### config.mk
export PLATFORM = sky130hd
export DESIGN_NAME = note_synth
export DESIGN_NICKNAME = d
export VERILOG_FILES = /design/src/rtl/note_synth_pkg.sv /design/src/rtl/note_synth_voice.sv /design/src/rtl/note_synth.sv
export SDC_FILE = /design/constraint.sdc
export NUM_CORES = 1
export LEC_CHECK = 0
export ABC_CLOCK_PERIOD_IN_PS = 7100
export BUFFER_PORTS_ARGS = -buffer_cell sky130_fd_sc_hd__buf_4
export CAP_MARGIN = 20
export CORE_ASPECT_RATIO = 0.75
export CORE_MARGIN = 2
export CORE_UTILIZATION = 64
export CTS_CLUSTER_DIAMETER = 150
export DETAILED_ROUTE_END_ITERATION = 10
export GPL_ROUTABILITY_DRIVEN = 0
export PLACE_DENSITY = 0.81
export SLEW_MARGIN = 25
export SYNTH_ARGS = -nofsm -noshare
export SYNTH_HDL_FRONTEND = slang
export SYNTH_SLANG_ARGS = --single-unit
export TNS_END_PERCENT = 50
### constraint.sdc
create_clock -name clk -period 7.1 [get_ports clk]
set_clock_uncertainty 0.2 [all_clocks]
set_input_delay 1.42 -clock clk [delete_from_list [all_inputs] [get_ports clk]]
set_output_delay 1.42 -clock clk [all_outputs]
set_load 0.02 [all_outputs]
### src/rtl/note_synth_pkg.sv
// Shared constants, note-vector indexing and the per-string/per-fret half-period table
// for the six-voice square-wave synthesiser.
package note_synth_pkg;

   localparam int NUM_STRINGS = 6;
   localparam int NUM_FRETS   = 5;
   localparam int NUM_TONES   = NUM_STRINGS * NUM_FRETS;
   localparam int PHASE_W     = 19;
   localparam int AMP_W       = 12;
   localparam int MIX_W       = 16;

   typedef logic [PHASE_W-1:0] half_t;
   typedef logic [NUM_TONES-1:0][PHASE_W-1:0] tone_table_t;

   function automatic int note_bit(input int s, input int f);
      return NUM_STRINGS * f + s;
   endfunction

   // Open-string MIDI numbers for standard tuning E2 A2 D3 G3 B3 E4.
   function automatic int open_midi(input int s);
      int m;
      case (s)
         0:       m = 40;
         1:       m = 45;
         2:       m = 50;
         3:       m = 55;
         4:       m = 59;
         default: m = 64;
      endcase
      return m;
   endfunction

   // Equal-tempered pitch in micro-hertz, A4 = 440 Hz.
   function automatic longint unsigned note_freq_uhz(input logic [6:0] midi);
      longint unsigned fu;
      case (midi)
         7'd40:   fu = 64'd82406889;
         7'd41:   fu = 64'd87307058;
         7'd42:   fu = 64'd92498606;
         7'd43:   fu = 64'd97998859;
         7'd44:   fu = 64'd103826174;
         7'd45:   fu = 64'd110000000;
         7'd46:   fu = 64'd116540940;
         7'd47:   fu = 64'd123470825;
         7'd48:   fu = 64'd130812783;
         7'd49:   fu = 64'd138591315;
         7'd50:   fu = 64'd146832384;
         7'd51:   fu = 64'd155563492;
         7'd52:   fu = 64'd164813778;
         7'd53:   fu = 64'd174614116;
         7'd54:   fu = 64'd184997211;
         7'd55:   fu = 64'd195997718;
         7'd56:   fu = 64'd207652349;
         7'd57:   fu = 64'd220000000;
         7'd58:   fu = 64'd233081881;
         7'd59:   fu = 64'd246941651;
         7'd60:   fu = 64'd261625565;
         7'd61:   fu = 64'd277182631;
         7'd62:   fu = 64'd293664768;
         7'd63:   fu = 64'd311126984;
         7'd64:   fu = 64'd329627557;
         7'd65:   fu = 64'd349228231;
         7'd66:   fu = 64'd369994423;
         7'd67:   fu = 64'd391995436;
         7'd68:   fu = 64'd415304698;
         default: fu = 64'd440000000;
      endcase
      return fu;
   endfunction

   // Elaboration-time table: round(clk_hz / (2 * freq)), indexed s*NUM_FRETS+f.
   function automatic tone_table_t build_tone_table(input longint unsigned clk_hz);
      tone_table_t     t;
      longint unsigned fu;
      t = '0;
      for (int s = 0; s < NUM_STRINGS; s++) begin
         for (int f = 0; f < NUM_FRETS; f++) begin
            fu = note_freq_uhz(7'(open_midi(s) + f));
            t[s*NUM_FRETS+f] = PHASE_W'((clk_hz * 64'd1000000 + fu) / (64'd2 * fu));
         end
      end
      return t;
   endfunction

   function automatic half_t tone_rom(input tone_table_t t, input int s, input int f);
      return t[s*NUM_FRETS+f];
   endfunction

endpackage

### src/rtl/note_synth_voice.sv
// One synth voice: square-wave oscillator with a linearly decaying amplitude,
// presented to the mixer as a signed level.
module note_synth_voice
   import note_synth_pkg::*;
#(
   parameter int unsigned AMP        = 2047,
   parameter int unsigned DECAY_STEP = 1
) (
   input  logic                    clk,
   input  logic                    resetn,
   input  logic                    strike,
   input  logic [PHASE_W-1:0]      strike_half,
   input  logic                    kill,
   input  logic                    decay,
   output logic [AMP_W-1:0]        amp,
   output logic signed [MIX_W-1:0] level
);

   localparam logic [AMP_W-1:0] AMP_V  = AMP_W'(AMP);
   localparam logic [AMP_W-1:0] STEP_V = AMP_W'(DECAY_STEP);

   logic [AMP_W-1:0]        amp_r, amp_nx_s;
   logic [PHASE_W-1:0]      phase_r, phase_nx_s;
   logic [PHASE_W-1:0]      half_r, half_nx_s;
   logic                    neg_r, neg_nx_s;
   logic signed [MIX_W-1:0] mag_s;

   // Next-state: oscillator runs while audible; kill beats strike beats decay.
   always_comb begin
      phase_nx_s = phase_r;
      neg_nx_s   = neg_r;
      half_nx_s  = half_r;
      amp_nx_s   = amp_r;
      if (amp_r != '0) begin
         if (phase_r == half_r - 19'd1) begin
            phase_nx_s = '0;
            neg_nx_s   = ~neg_r;
         end else begin
            phase_nx_s = phase_r + 19'd1;
         end
      end else begin
         phase_nx_s = phase_r;
      end
      if (kill) begin
         amp_nx_s = '0;
      end else if (strike) begin
         half_nx_s  = strike_half;
         phase_nx_s = '0;
         neg_nx_s   = 1'b0;
         amp_nx_s   = AMP_V;
      end else if (decay) begin
         amp_nx_s = (amp_r > STEP_V) ? (amp_r - STEP_V) : '0;
      end else begin
         amp_nx_s = amp_r;
      end
   end

   // Voice state registers.
   always_ff @(posedge clk or negedge resetn) begin
      if (!resetn) begin
         amp_r   <= '0;
         phase_r <= '0;
         half_r  <= '0;
         neg_r   <= 1'b0;
      end else begin
         amp_r   <= amp_nx_s;
         phase_r <= phase_nx_s;
         half_r  <= half_nx_s;
         neg_r   <= neg_nx_s;
      end
   end

   assign mag_s = {{(MIX_W-AMP_W){1'b0}}, amp_r};
   assign level = neg_r ? -mag_s : mag_s;
   assign amp   = amp_r;

endmodule

### src/rtl/note_synth.sv
// Six-voice note synthesiser: decodes struck strings from the note vector, mixes the
// voices at the sample rate and hands samples to the codec with a valid/ready register.
module note_synth
   import note_synth_pkg::*;
#(
   parameter int unsigned CLK_HZ        = 50000000,
   parameter int unsigned SAMPLE_DIV    = 1042,
   parameter int unsigned AMP           = 2047,
   parameter int unsigned DECAY_SAMPLES = 24,
   parameter int unsigned DECAY_STEP    = 1
) (
   input  logic                    clk,
   input  logic                    resetn,
   input  logic [31:0]             note_in,
   input  logic                    note_strobe,
   input  logic                    mute,
   input  logic                    sample_ready,
   output logic                    sample_valid,
   output logic signed [MIX_W-1:0] sample_out,
   output logic [NUM_STRINGS-1:0]  active,
   output logic                    overrun
);

   localparam tone_table_t TONES = build_tone_table(64'(CLK_HZ));
   localparam int DIV_W = (SAMPLE_DIV > 2) ? $clog2(SAMPLE_DIV) : 1;
   localparam int DEC_W = (DECAY_SAMPLES > 2) ? $clog2(DECAY_SAMPLES) : 1;
   localparam logic [DIV_W-1:0] DIV_LAST = DIV_W'(SAMPLE_DIV - 1);
   localparam logic [DEC_W-1:0] DEC_LAST = DEC_W'(DECAY_SAMPLES - 1);

   logic [DIV_W-1:0]        div_r;
   logic [DEC_W-1:0]        dcnt_r;
   logic                    tick_s, decay_s;
   logic [NUM_STRINGS-1:0]  hit_s, strike_s;
   half_t                   half_sel_s [NUM_STRINGS];
   logic [AMP_W-1:0]        amp_s      [NUM_STRINGS];
   logic signed [MIX_W-1:0] level_s    [NUM_STRINGS];
   logic signed [MIX_W-1:0] mix_s;
   logic                    unused_s;

   assign unused_s = ^note_in[31:30];
   assign tick_s   = (div_r == '0);
   assign decay_s  = tick_s && (dcnt_r == DEC_LAST);
   assign strike_s = hit_s & {NUM_STRINGS{note_strobe & ~mute}};

   // Sample-rate divider: tick in the cycle the count reaches zero.
   always_ff @(posedge clk or negedge resetn) begin
      if (!resetn) begin
         div_r <= '0;
      end else if (tick_s) begin
         div_r <= DIV_LAST;
      end else begin
         div_r <= div_r - 1'b1;
      end
   end

   // Decay pacing: count ticks, fire on every DECAY_SAMPLES-th one.
   always_ff @(posedge clk or negedge resetn) begin
      if (!resetn) begin
         dcnt_r <= '0;
      end else if (tick_s) begin
         dcnt_r <= decay_s ? '0 : (dcnt_r + 1'b1);
      end else begin
         dcnt_r <= dcnt_r;
      end
   end

   // Strike decode: the highest set fret of each string selects its tone.
   always_comb begin
      for (int s = 0; s < NUM_STRINGS; s++) begin
         hit_s[s]      = 1'b0;
         half_sel_s[s] = '0;
         for (int f = 0; f < NUM_FRETS; f++) begin
            hit_s[s]      = hit_s[s] | note_in[note_bit(s, f)];
            half_sel_s[s] = note_in[note_bit(s, f)] ? tone_rom(TONES, s, f) : half_sel_s[s];
         end
      end
   end

   for (genvar g = 0; g < NUM_STRINGS; g++) begin : g_voice
      note_synth_voice #(
         .AMP        (AMP),
         .DECAY_STEP (DECAY_STEP)
      ) u_voice (
         .clk         (clk),
         .resetn      (resetn),
         .strike      (strike_s[g]),
         .strike_half (half_sel_s[g]),
         .kill        (mute),
         .decay       (decay_s),
         .amp         (amp_s[g]),
         .level       (level_s[g])
      );
      assign active[g] = (amp_s[g] != '0);
   end

   // Mixer: plain sum, six full-scale voices still fit in 16 bits signed.
   always_comb begin
      mix_s = '0;
      for (int s = 0; s < NUM_STRINGS; s++) begin
         mix_s = mix_s + level_s[s];
      end
   end

   // Output register and codec handshake; an unconsumed sample may be overwritten.
   always_ff @(posedge clk or negedge resetn) begin
      if (!resetn) begin
         sample_valid <= 1'b0;
         sample_out   <= '0;
         overrun      <= 1'b0;
      end else if (tick_s) begin
         sample_out   <= mix_s;
         sample_valid <= 1'b1;
         overrun      <= overrun | (sample_valid & ~sample_ready);
      end else if (sample_valid && sample_ready) begin
         sample_valid <= 1'b0;
      end else begin
         sample_valid <= sample_valid;
      end
   end

endmodule

==> impl_metrics.env, run 1 <==
export IMPL_outcome="completed"
export IMPL_stdcell_count=2960
export IMPL_antenna_found_initial=0
export IMPL_synthDistinctLibCells=86
export IMPL_overflow=0
export IMPL_grt_usage_pct=30.5
export IMPL_cpMaxStageDelayCell="nor4_1"
export IMPL_cts_htree_levels=2
export IMPL_area_delta_synth_final_pct=8.69
export IMPL_io_pins=61
export IMPL_worstHoldPathType="flip-flop to flip-flop"
export IMPL_power_leakage_nw=9.80
export IMPL_ant_nets=0
export IMPL_first_global_vias=17400
export IMPL_dp_hpwl_mm=37.2
export IMPL_syn_inst=2500
export IMPL_clk_pin_slew_ps=70
export IMPL_viasPerCell=6.15
export IMPL_hold_viol=0
export IMPL_clockRootBuffer="clkbuf_16"
export IMPL_vias=18200
export IMPL_cp_max_fo=7
export IMPL_final_nets=2637
export IMPL_seq_area_frac_synth_pct=35.9
export IMPL_p_total_mw=5.48
export IMPL_fin_crit_sh_pct=82.8
export IMPL_netlist_top_cells_area="dfrtp_1 36%, xnor2_1 8.2%, nor2_1 5.8%, fa_1 5.6%, nand2_1 5.2%"
export IMPL_cts_hold_buf=0
export IMPL_maxSlewViolCount=0
export IMPL_postRouteWirelength_mm=51.8
export IMPL_critPathLaunch="g_voice[1].u_voice.amp[0]$_DFFE_PN0P_"
export IMPL_yosysTopAreaCellShare_pct=35.9
export IMPL_clock_path_buffers=3
export IMPL_min_delay_start="sample_out[2]$_DFFE_PN0P_"
export IMPL_crit_path_end_kind="flip-flop"
export IMPL_drt_iter0_markers=1956
export IMPL_dieWidth_um=214
export IMPL_ys_ff_latch=304
export IMPL_cp_start_kind="flip-flop"
export IMPL_final_common_cell="nor2_1"
export IMPL_crit_type="flip-flop to flip-flop"
export IMPL_holdWs_ps=273
export IMPL_fp_dieH_um=162
export IMPL_syn_avg_cell_area_um2=8.47
export IMPL_vdd_ir_drop_max_v=0.000187
export IMPL_synthArstFlopShare_pct=100
export IMPL_grt_max_degree=91
export IMPL_cts_sinks=304
export IMPL_synth_edf_count=0
export IMPL_synthesis_area_um2=21200
export IMPL_clk_latency_ps=520
export IMPL_path_cells="nor4_1, nor2b_1, nand2b_1, xnor2_1, fa_1, fa_1, inv_1, fa_1, inv_1, ha_1, o21ai_0, o21ai_0, a21o_1, a21oi_1, o21a_1, o21ai_0, xnor2_1, o21ai_0"
export IMPL_coreArea_um2=32500
export IMPL_slowest_delay_ps=810
export IMPL_cts_tree="built"
export IMPL_max_freq_ghz=0.170
export IMPL_grt_first_pass_wirelength_mm=86.9
export IMPL_drv_cap=0
export IMPL_worst_pin_slew_ps=977
export IMPL_max_slew_margin_pct=34.2
export IMPL_drc=0
export IMPL_routedWlPerCell_um=17.5
export IMPL_timing_rr_start="g_voice[1].u_voice.amp[0]$_DFFE_PN0P_"
export IMPL_diodes=0
export IMPL_rsz0062_at_grt="false"
export IMPL_die_area_um2=34600
export IMPL_port_buffer_count=58
export IMPL_crit_top_cell="o21ai_0"
export IMPL_powerDensity_nw_per_um2=238
export IMPL_cp_arrival_ps=6050
export IMPL_postCtsSetupBuffers=0
export IMPL_rows=57
export IMPL_synth_ff_type="dfrtp_1"
export IMPL_yosysWarnings=0
export IMPL_drive_gt1_share_pct=7.11
export IMPL_start_util_pct=65.1
export IMPL_synth_nets=2640
export IMPL_placedCellCount=2902
export IMPL_setup_viol=0
export IMPL_drt_pass1_iter_count=6
export IMPL_cts_buffers=34
export IMPL_worstPathRequired_ps=7270
export IMPL_yosys_area_top_type="dfrtp_1"
export IMPL_tns_ps=0
export IMPL_layout_common_cells="326 x nor2_1, 304 x dfrtp_1, 293 x nand2_1, 198 x xnor2_1, 139 x a21oi_1"
export IMPL_cts_resized=0
export IMPL_period_needed_ps=5880
## report_power, final
part	total [mW]	leakage, nW	internal (mW)	switching, mW
Clock	1.86	0.566	1.14	0.727
Combinational	1.44	5.33	0.619	0.826
Sequential	2.17	3.91	1.91	0.259
Total	5.48	9.80	3.66	1.81
## sequential cells by signal (all words and copies together), names as in the netlist, 5 cells and up
signal	flops
g_voice.u_voice.phase_r	114
g_voice.u_voice.half_r	78
g_voice.u_voice.amp	72
sample_out	16
div_r	11
g_voice.u_voice.neg_r	6
dcnt_r	5
## critical path: cells and delay by family (launching register included)
kind	cells	cell delay (ps)
AOI/OAI and AO/OA	7	1230
xor gates and xnor gates	2	470
adders and majority gates	4	1950
buffers and inverters	2	110
DFF	1	550
and+or+nand+nor	3	1230
## layer usage
metal | wire length [µm] | track usage (%) | part of all wire [%] | vias to the layer above
li1 | - | - | - | 8611
met2 | 23000 | 46.9 | 44 | 742
met4 | 1190 | 8.90 | 2.3 | 0
met1 | 23400 | 44.6 | 45 | 8762
met3 | 4180 | 5.14 | 8.1 | 96
met5 | 0 | 0 | 0 | -
## synth_stat cells, types with 18 or more instances
cell / instances
nor2_1: 326
dfrtp_1: 304
nand2_1: 293
xnor2_1: 198
a21oi_1: 140
inv_1: 131
o21ai_0: 125
xor2_1: 108
nor3_1: 97
clkbuf_1: 87
nand3_1: 74
fa_1: 59
nor4_1: 45
ha_1: 44
nand4_1: 35
or3_1: 30
a221oi_1: 28
nand2b_1: 28
and3_1: 26
a31oi_1: 23
nor2b_1: 23
or4_1: 19
a21o_1: 18
## through the flow
step	utilization, %	area [µm²]	setup slack, ps
floorplan	-	21200	1880
global placement	67.1	21800	1510
detailed placement	67.2	21800	1370
CTS	70.7	23000	1330
global route	70.8	23000	987
finish	70.8	23000	1220
## final timing paths
kind	to	slack [ps]	cells after the start
max	sample_out[15]$_DFFE_PN0P_	1220	18
min	sample_out[2]$_DFFE_PN0P_	270	2
max reg2reg	sample_out[15]$_DFFE_PN0P_	1220	18
min reg2reg	sample_out[2]$_DFFE_PN0P_	270	2
max in group asynchronous	g_voice[0].u_voice.half_r[17]$_DFFE_PN0P_	4810	2
min in group asynchronous	g_voice[2].u_voice.amp[3]$_DFFE_PN0P_	670	1
## area by class of cell
| type | instances | area, µm² |
|---|---|---|
| clock inverters | 11 | 190 |
| flip-flops and latches | 304 | 7610 |
| fillers | 2532 | 9500 |
| repair buffers | 75 | 586 |
| inverters | 132 | 495 |
| well taps | 442 | 553 |
| multi-input cells | 1950 | 12600 |
| clock buffers | 46 | 967 |
## cells by family (layout without fill, tap and decap cells)
logic type      count (synthesis)  in the layout  share of synthesized area (%)
compound gates                446            446                           13.3
xor+xnor                      306            306                           12.7
fa+ha+maj                     103            103                           8.17
buf+inv                       246            264                           4.62
flops                         304            304                           35.9
mux                            15             15                          0.738
simple gates                 1080           1080                           24.7
No activity file was read; power rests on OpenSTA's default activity.
==> inputs of run 2 (changes only) <==
--- a/config.mk
+++ b/config.mk
@@ -5,16 +5,16 @@
 export SDC_FILE = /design/constraint.sdc
 export NUM_CORES = 1
 export LEC_CHECK = 0
-export ABC_CLOCK_PERIOD_IN_PS = 7100
+export ABC_CLOCK_PERIOD_IN_PS = 4800
 export BUFFER_PORTS_ARGS = -buffer_cell sky130_fd_sc_hd__buf_4
 export CAP_MARGIN = 20
 export CORE_ASPECT_RATIO = 0.75
 export CORE_MARGIN = 2
-export CORE_UTILIZATION = 64
+export CORE_UTILIZATION = 58
 export CTS_CLUSTER_DIAMETER = 150
 export DETAILED_ROUTE_END_ITERATION = 10
 export GPL_ROUTABILITY_DRIVEN = 0
-export PLACE_DENSITY = 0.81
+export PLACE_DENSITY = 0.77
 export SLEW_MARGIN = 25
 export SYNTH_ARGS = -nofsm -noshare
 export SYNTH_HDL_FRONTEND = slang
==> constraint.sdc (replaced) <==
create_clock -name clk -period 4.8 [get_ports clk]
set_clock_uncertainty 0.2 [all_clocks]
set_input_delay 0.96 -clock clk [delete_from_list [all_inputs] [get_ports clk]]
set_output_delay 0.96 -clock clk [all_outputs]
set_load 0.02 [all_outputs]
==> run 2 against run 1 <==
Compared with the run above: the flow now finishes with violations (setup timing); register-to-register slack got worse by 1400 ps; combinational power increased by 92%; non-clock buffer count increased by 188; sequential power increased by 47%; highest routed layer unchanged.
==> impl_metrics.env, run 2 (same netlist as run 1, synthesis figures left out) <==
export IMPL_crit_path_end_kind="flip-flop"
export IMPL_top_register="g_voice.u_voice.phase_r"
export IMPL_placedCellCount=3092
export IMPL_overflow=0
export IMPL_clk_pin_slew_ps=70
export IMPL_critPathLaunch="g_voice[0].u_voice.amp[1]$_DFFE_PN0P_"
export IMPL_worstPathRequired_ps=5010
export IMPL_first_global_vias=18300
export IMPL_max_slew_margin_pct=32.9
export IMPL_power_leakage_nw=10.9
export IMPL_dp_hpwl_mm=39.3
export IMPL_coreArea_um2=36000
export IMPL_io_pins=61
export IMPL_place_area_um2=23300
export IMPL_stdcell_count=3172
export IMPL_drt_pass1_iter_count=8
export IMPL_cp_arrival_ps=5220
export IMPL_drive_gt1_share_pct=16.9
export IMPL_tns_ps=-628
export IMPL_postRouteWirelength_mm=55.1
export IMPL_dieWidth_um=225
export IMPL_rrSetupSlack_ps=-200
export IMPL_max_freq_ghz=0.200
export IMPL_outcome="complete, but fails checks"
export IMPL_cts_sinks=304
export IMPL_cp_start_kind="flip-flop"
export IMPL_p_total_mw=8.65
export IMPL_clock_path_buffers=3
export IMPL_grt_first_pass_wirelength_mm=91.4
export IMPL_cts_buffers=34
export IMPL_grt_max_degree=98
export IMPL_start_util_pct=58.9
export IMPL_drv_cap=0
export IMPL_cts_tree="built"
export IMPL_p_comb_share_pct=32.0
export IMPL_setup_viol=5
export IMPL_viasPerCell=6.01
export IMPL_crit_type="flip-flop to flip-flop"
export IMPL_final_nets=2825
export IMPL_p_int_mw=5.76
export IMPL_violations="setup timing"
export IMPL_worstHoldPathType="input pin to asynchronous set/reset pin"
export IMPL_clockRootBuffer="clkbuf_16"
export IMPL_worst_pin_slew_ps=1010
export IMPL_area_delta_synth_final_pct=18.2
export IMPL_largest_reg_flops=114
export IMPL_clk_latency_ps=540
export IMPL_fin_crit_sh_pct=104
export IMPL_p_clk_share_pct=31.2
export IMPL_grt_usage_pct=29.3
export IMPL_drt_iter0_markers=1855
export IMPL_layout_common_cells="322 x nor2_1, 301 x dfrtp_1, 282 x nand2_1, 259 x buf_4, 179 x xnor2_1"
export IMPL_rows=60
export IMPL_period_needed_ps=5000
export IMPL_final_common_cell="nor2_1"
export IMPL_ant_nets=0
export IMPL_antenna_found_initial=0
export IMPL_power_net_switching_mw=2.89
export IMPL_cts_htree_levels=2
export IMPL_crit_path_end="sample_out[14]$_DFFE_PN0P_"
export IMPL_drc=0
export IMPL_rsz0062_at_grt="true"
export IMPL_power_frac_seq_pct=36.8
export IMPL_netSwitchingFraction_pct=33.5
export IMPL_cts_hold_buf=0
export IMPL_fp_dieH_um=170
export IMPL_r2r_end="sample_out[14]$_DFFE_PN0P_"
export IMPL_powerDensity_nw_per_um2=346
export IMPL_final_area_um2=25000
export IMPL_diodes=0
export IMPL_vias=19100
export IMPL_vdd_ir_drop_max_v=0.000332
export IMPL_cp_max_fo=3
export IMPL_routedWlPerCell_um=17.4
export IMPL_hold_viol=0
export IMPL_maxSlewViolCount=0
export IMPL_port_buffer_count=58
export IMPL_timing_rr_start="g_voice[0].u_voice.amp[1]$_DFFE_PN0P_"
export IMPL_r2r_cells=19
export IMPL_setup_ws_ps=-203
export IMPL_die_area_um2=38100
-- run 2: changes by cell type in the layout (fill, tap and decap cells not counted), moves of 9 or more --
cell / previous run / this run
xnor2_1: 198 / 179
buf_4: 71 / 259
xnor2_2: 0 / 17
nand2_1: 293 / 282
nand2_2: 0 / 9
ha_1: 44 / 34
-- run 2: layout make-up --
type                            instances  area (µm²)
Clock inverter                         11         114
Sequential cell                       304        7610
Timing Repair Buffer                  263        2020
Multi-Input combinational cell       1950       13200
Fill cell                            2715       10900
Inverter                              132         495
Clock buffer                           47        1030
Tap cell                              465         582
-- run 2: routing by layer --
| metal | wire, µm | vias up | global-route usage (%) |
|---|---|---|---|
| met1 | 24700 | 9202 | 41.6 |
| met2 | 24700 | 775 | 46.2 |
| met4 | 1340 | 0 | 8.52 |
| met3 | 4390 | 118 | 5.06 |
| met5 | 0 | - | 0 |
| li1 | - | 8968 | - |
-- run 2: power groups by stage --
stage	Combinational [mW]	Clock [mW]	Sequential (mW)
CTS	2.68	2.74	3.18
global placement	2.40	0	3.20
floorplan	1.55	0	3.18
detailed placement	2.50	0	3.22
finish	2.77	2.70	3.19
global route	3.05	2.85	3.23
-- run 2: worst min path at each step --
stage | startpoint | end | slack (ps)
after floorplan | div_r[0]$_DFF_PN0_ | div_r[0]$_DFF_PN0_ | 250
after global placement | sample_out[0]$_DFFE_PN0P_ | sample_out[0]$_DFFE_PN0P_ | 260
after detailed placement | sample_out[2]$_DFFE_PN0P_ | sample_out[2]$_DFFE_PN0P_ | 270
after CTS | resetn | sample_valid$_DFFE_PN0P_ | 280
after global routing | resetn | overrun$_DFFE_PN0P_ | 290
final | resetn | overrun$_DFFE_PN0P_ | 240
-- run 2: through the flow --
step                setup WS, ps  util (%)  hold slack [ps]
floorplan                   7.10         -              252
global placement            -235      64.7              259
detailed placement          -366      64.7              266
CTS                         -130      69.1              279
global route                -336      69.6              292
finish                      -203      69.6              241
-- run 2: timing repair --
action                     in CTS  in global routing
pin swaps                      37                 23
setup buffers                  18                  4
setup endpoints to repair       7                  9
gates resized for setup        62                 34
-- run 2: critical path, stage by stage (launching register included) --
cell and delay, ps:
dfrtp_1 370, buf_4 130, inv_1 80, ha_2 180
buf_4 100, nand3_1 130, o31ai_2 290, xnor2_1 270
fa_1 500, fa_1 550, inv_1 60, fa_1 530
inv_1 80, ha_4 250, a21o_1 190, a211oi_4 260
nor2b_1 90, a311o_1 360, xnor2_2 160, o21ai_1 70
==> inputs of run 3 (changes only) <==
--- a/config.mk
+++ b/config.mk
@@ -14,9 +14,10 @@
 export CTS_CLUSTER_DIAMETER = 150
 export DETAILED_ROUTE_END_ITERATION = 10
 export GPL_ROUTABILITY_DRIVEN = 0
-export PLACE_DENSITY = 0.77
+export PLACE_DENSITY_LB_ADDON = 0.12
 export SLEW_MARGIN = 25
 export SYNTH_ARGS = -nofsm -noshare
 export SYNTH_HDL_FRONTEND = slang
+export SYNTH_HIERARCHICAL = 1
 export SYNTH_SLANG_ARGS = --single-unit
 export TNS_END_PERCENT = 50
==> run 3 against run 2 <==
Compared with the run above: the flow still finishes with violations (setup timing); via count rose by 7.0%; synthesized cell count rose by 10%; wire length rose by 7.4%; combinational power rose by 27%; worst hold slack improved by 28 ps; critical path type unchanged; critical endpoint is now sample_out[15]$_DFFE_PN0P_.
==> impl_metrics.env, run 3 <==
export IMPL_outcome="complete, but fails checks"
export IMPL_violations="setup timing"
export IMPL_viasPerCell=5.76
export IMPL_final_util_pct=68.5
export IMPL_dieWidth_um=240
export IMPL_worst_pin_slew_ps=926
export IMPL_overflow=0
export IMPL_syn_inst=2760
export IMPL_drv_cap=0
export IMPL_yosysTopAreaCellShare_pct=35.2
export IMPL_cts_tree="built"
export IMPL_clk_pin_slew_ps=70
export IMPL_grt_first_pass_wirelength_mm=99.8
export IMPL_yosysWarnings=6
export IMPL_drt_pass1_iter_count=5
export IMPL_drive_gt1_share_pct=18.5
export IMPL_postRouteWirelength_mm=59.2
export IMPL_routedWlPerCell_um=16.7
export IMPL_fillers=3245
export IMPL_slowest_delay_ps=510
export IMPL_clock_path_buffers=3
export IMPL_max_slew_margin_pct=38.3
export IMPL_rsz0062_at_grt="true"
export IMPL_synthesis_area_um2=24200
export IMPL_wl_met2_mm=26.1
export IMPL_fp_dieH_um=181
export IMPL_clk_latency_ps=550
export IMPL_setup_ws_ps=-289
export IMPL_synth_most_common_cell="nor2_1"
export IMPL_cts_sinks=340
export IMPL_final_nets=3088
export IMPL_ant_nets=0
export IMPL_start_util_pct=59.0
export IMPL_dr_max_layer_used="met4"
export IMPL_power_leakage_nw=12.1
export IMPL_dp_hpwl_mm=43.2
export IMPL_cts_buffers=37
export IMPL_drc=0
export IMPL_vdd_ir_drop_max_v=0.000331
export IMPL_max_freq_ghz=0.196
export IMPL_wl_met1_mm=28.5
export IMPL_path_cells="nor4_4, buf_4, nand2_2, or3_4, or3_4, nand2_4, xnor2_2, inv_1, fa_1, inv_1, fa_1, inv_2, fa_1, inv_2, ha_4, a21o_1, a41oi_4, o31ai_2, xnor2_1, o21ai_1"
export IMPL_cp_num_buf_inv=5
export IMPL_netlist_top_cells_area="dfrtp_1 35%, xnor2_1 7.2%, nor2_1 5.4%, fa_1 4.9%, mux2_2 4.8%"
export IMPL_setup_viol=7
export IMPL_antenna_found_initial=0
export IMPL_hold_viol=0
export IMPL_io_pins=61
export IMPL_synthArstFlopShare_pct=100
export IMPL_cp_max_fo=3
export IMPL_final_common_cell="dfrtp_1"
export IMPL_powerDensity_nw_per_um2=368
export IMPL_rows=64
export IMPL_drt_iter0_markers=1850
export IMPL_die_area_um2=43400
export IMPL_cpMaxStageDelayCell="fa_1"
export IMPL_cts_htree_levels=2
export IMPL_holdWs_ps=268
export IMPL_p_total_mw=10.3
export IMPL_crit_path_end_kind="flip-flop"
export IMPL_fin_crit_sh_pct=106
export IMPL_port_buffer_count=58
export IMPL_clockRootBuffer="clkbuf_16"
export IMPL_layout_common_cells="340 x dfrtp_1, 337 x nor2_1, 245 x inv_1, 227 x buf_4, 219 x nand2_1"
export IMPL_met3_length_mm=3.50
export IMPL_grt_usage_pct=27.8
export IMPL_coreArea_um2=41000
export IMPL_ys_top_cells_by_count="346 x nor2_1, 340 x dfrtp_1, 256 x inv_1"
export IMPL_cts_hold_buf=0
export IMPL_diodes=0
export IMPL_period_needed_ps=5090
export IMPL_crit_top_cell="fa_1"
export IMPL_pre_cts_ws_ps=-242
export IMPL_cp_start_kind="flip-flop"
export IMPL_cp_arrival_ps=5320
export IMPL_area_delta_synth_final_pct=16.1
export IMPL_worstHoldPathType="flip-flop to flip-flop"
export IMPL_synth_edf_count=0
export IMPL_crit_type="flip-flop to flip-flop"
export IMPL_yosys_area_top_type="dfrtp_1"
export IMPL_grt_max_degree=117
export IMPL_worstPathRequired_ps=5030
export IMPL_synthDistinctLibCells=68
export IMPL_syn_avg_cell_area_um2=8.77
export IMPL_maxSlewViolCount=0
export IMPL_crit_family="adder cells"
export IMPL_seq_area_frac_synth_pct=35.2
export IMPL_synth_ff_type="dfrtp_1"
export IMPL_ys_ff_latch=340
export IMPL_vias=20400
export IMPL_first_global_vias=19700
## run 3: cell count changes in the layout (fill, tap and decap cells not counted), sizes merged, moves of 26 or more
cell / delta
nor2: +29
dfrtp: +36
mux2: +98
inv: +126
a21oi: -62
nand2: -64
a211oi: +26
## run 3: area by class of cell
type / count / area, µm² / share of cell area (%)
clock buffer: 45 / 1040 / 3.70
multi-input combinational: 2079 / 14700 / 52.5
inverter: 256 / 961 / 3.42
timing repair buffer: 238 / 1870 / 6.64
sequential: 340 / 8510 / 30.3
tap: 561 / 702 / 2.50
clock inverter: 22 / 279 / 0.993
## run 3: stage by stage
step	TNS [ps]	std cells	cell area, µm²
2_1_floorplan	-36.2	2771	24400
3_3_place_gp	-891	3454	26300
3_5_place_dp	-1140	3454	26300
4_1_cts	-641	3538	28000
5_1_grt	-2810	3541	28100
6_report	-1240	3541	28100
## run 3: cells by family (layout without fill, tap and decap cells)
kind of cell,after synthesis,in the layout,synth area share [%]
simple gates,1123,1123,23.9
compound gates,394,394,10.3
buf+inv,352,561,6.16
flops,340,340,35.2
xor+xnor,327,327,11.8
mux,124,124,5.66
fa+ha+maj,99,99,6.95
other cells,1,12,0.0155
## run 3: routing by layer
| layer | vias to the layer above | GRT usage, % |
|---|---|---|
| met1 | 9961 | 41.6 |
| met4 | 0 | 6.53 |
| li1 | 9789 | - |
| met3 | 88 | 4.49 |
| met2 | 567 | 42.1 |
| met5 | - | 0 |
## run 3: power breakdown
group | switching, mW | internal, mW | total [mW]
sequential | 0.499 | 3.22 | 3.72
clock | 1.23 | 1.87 | 3.11
combinational | 1.87 | 1.64 | 3.51
## run 3: worst paths after layout
| check | depth (start not counted) | startpoint | slack [ps] | endpoint |
|---|---|---|---|---|
| worst max-delay path | 20 | g_voice[4].u_voice/amp[4]$_DFFE_PN0P_ | -290 | sample_out[15]$_DFFE_PN0P_ |
| worst min-delay path | 1 | div_r[0]$_DFF_PN0_ | 270 | div_r[0]$_DFF_PN0_ |
| worst max register to register | 20 | g_voice[4].u_voice/amp[4]$_DFFE_PN0P_ | -290 | sample_out[15]$_DFFE_PN0P_ |
| worst min register to register | 1 | div_r[0]$_DFF_PN0_ | 270 | div_r[0]$_DFF_PN0_ |
| max in group asynchronous | 2 | resetn | 3110 | g_voice[0].u_voice/amp[7]$_DFFE_PN0P_ |
| min in group asynchronous | 1 | resetn | 320 | div_r[3]$_DFF_PN0_ |
## run 3: repair_timing
action                                  in CTS  in global routing
endpoints found under the setup margin       7                  9
pin swaps                                   45                 12
buffers inserted                            17                  3
resized for setup                           61                 20
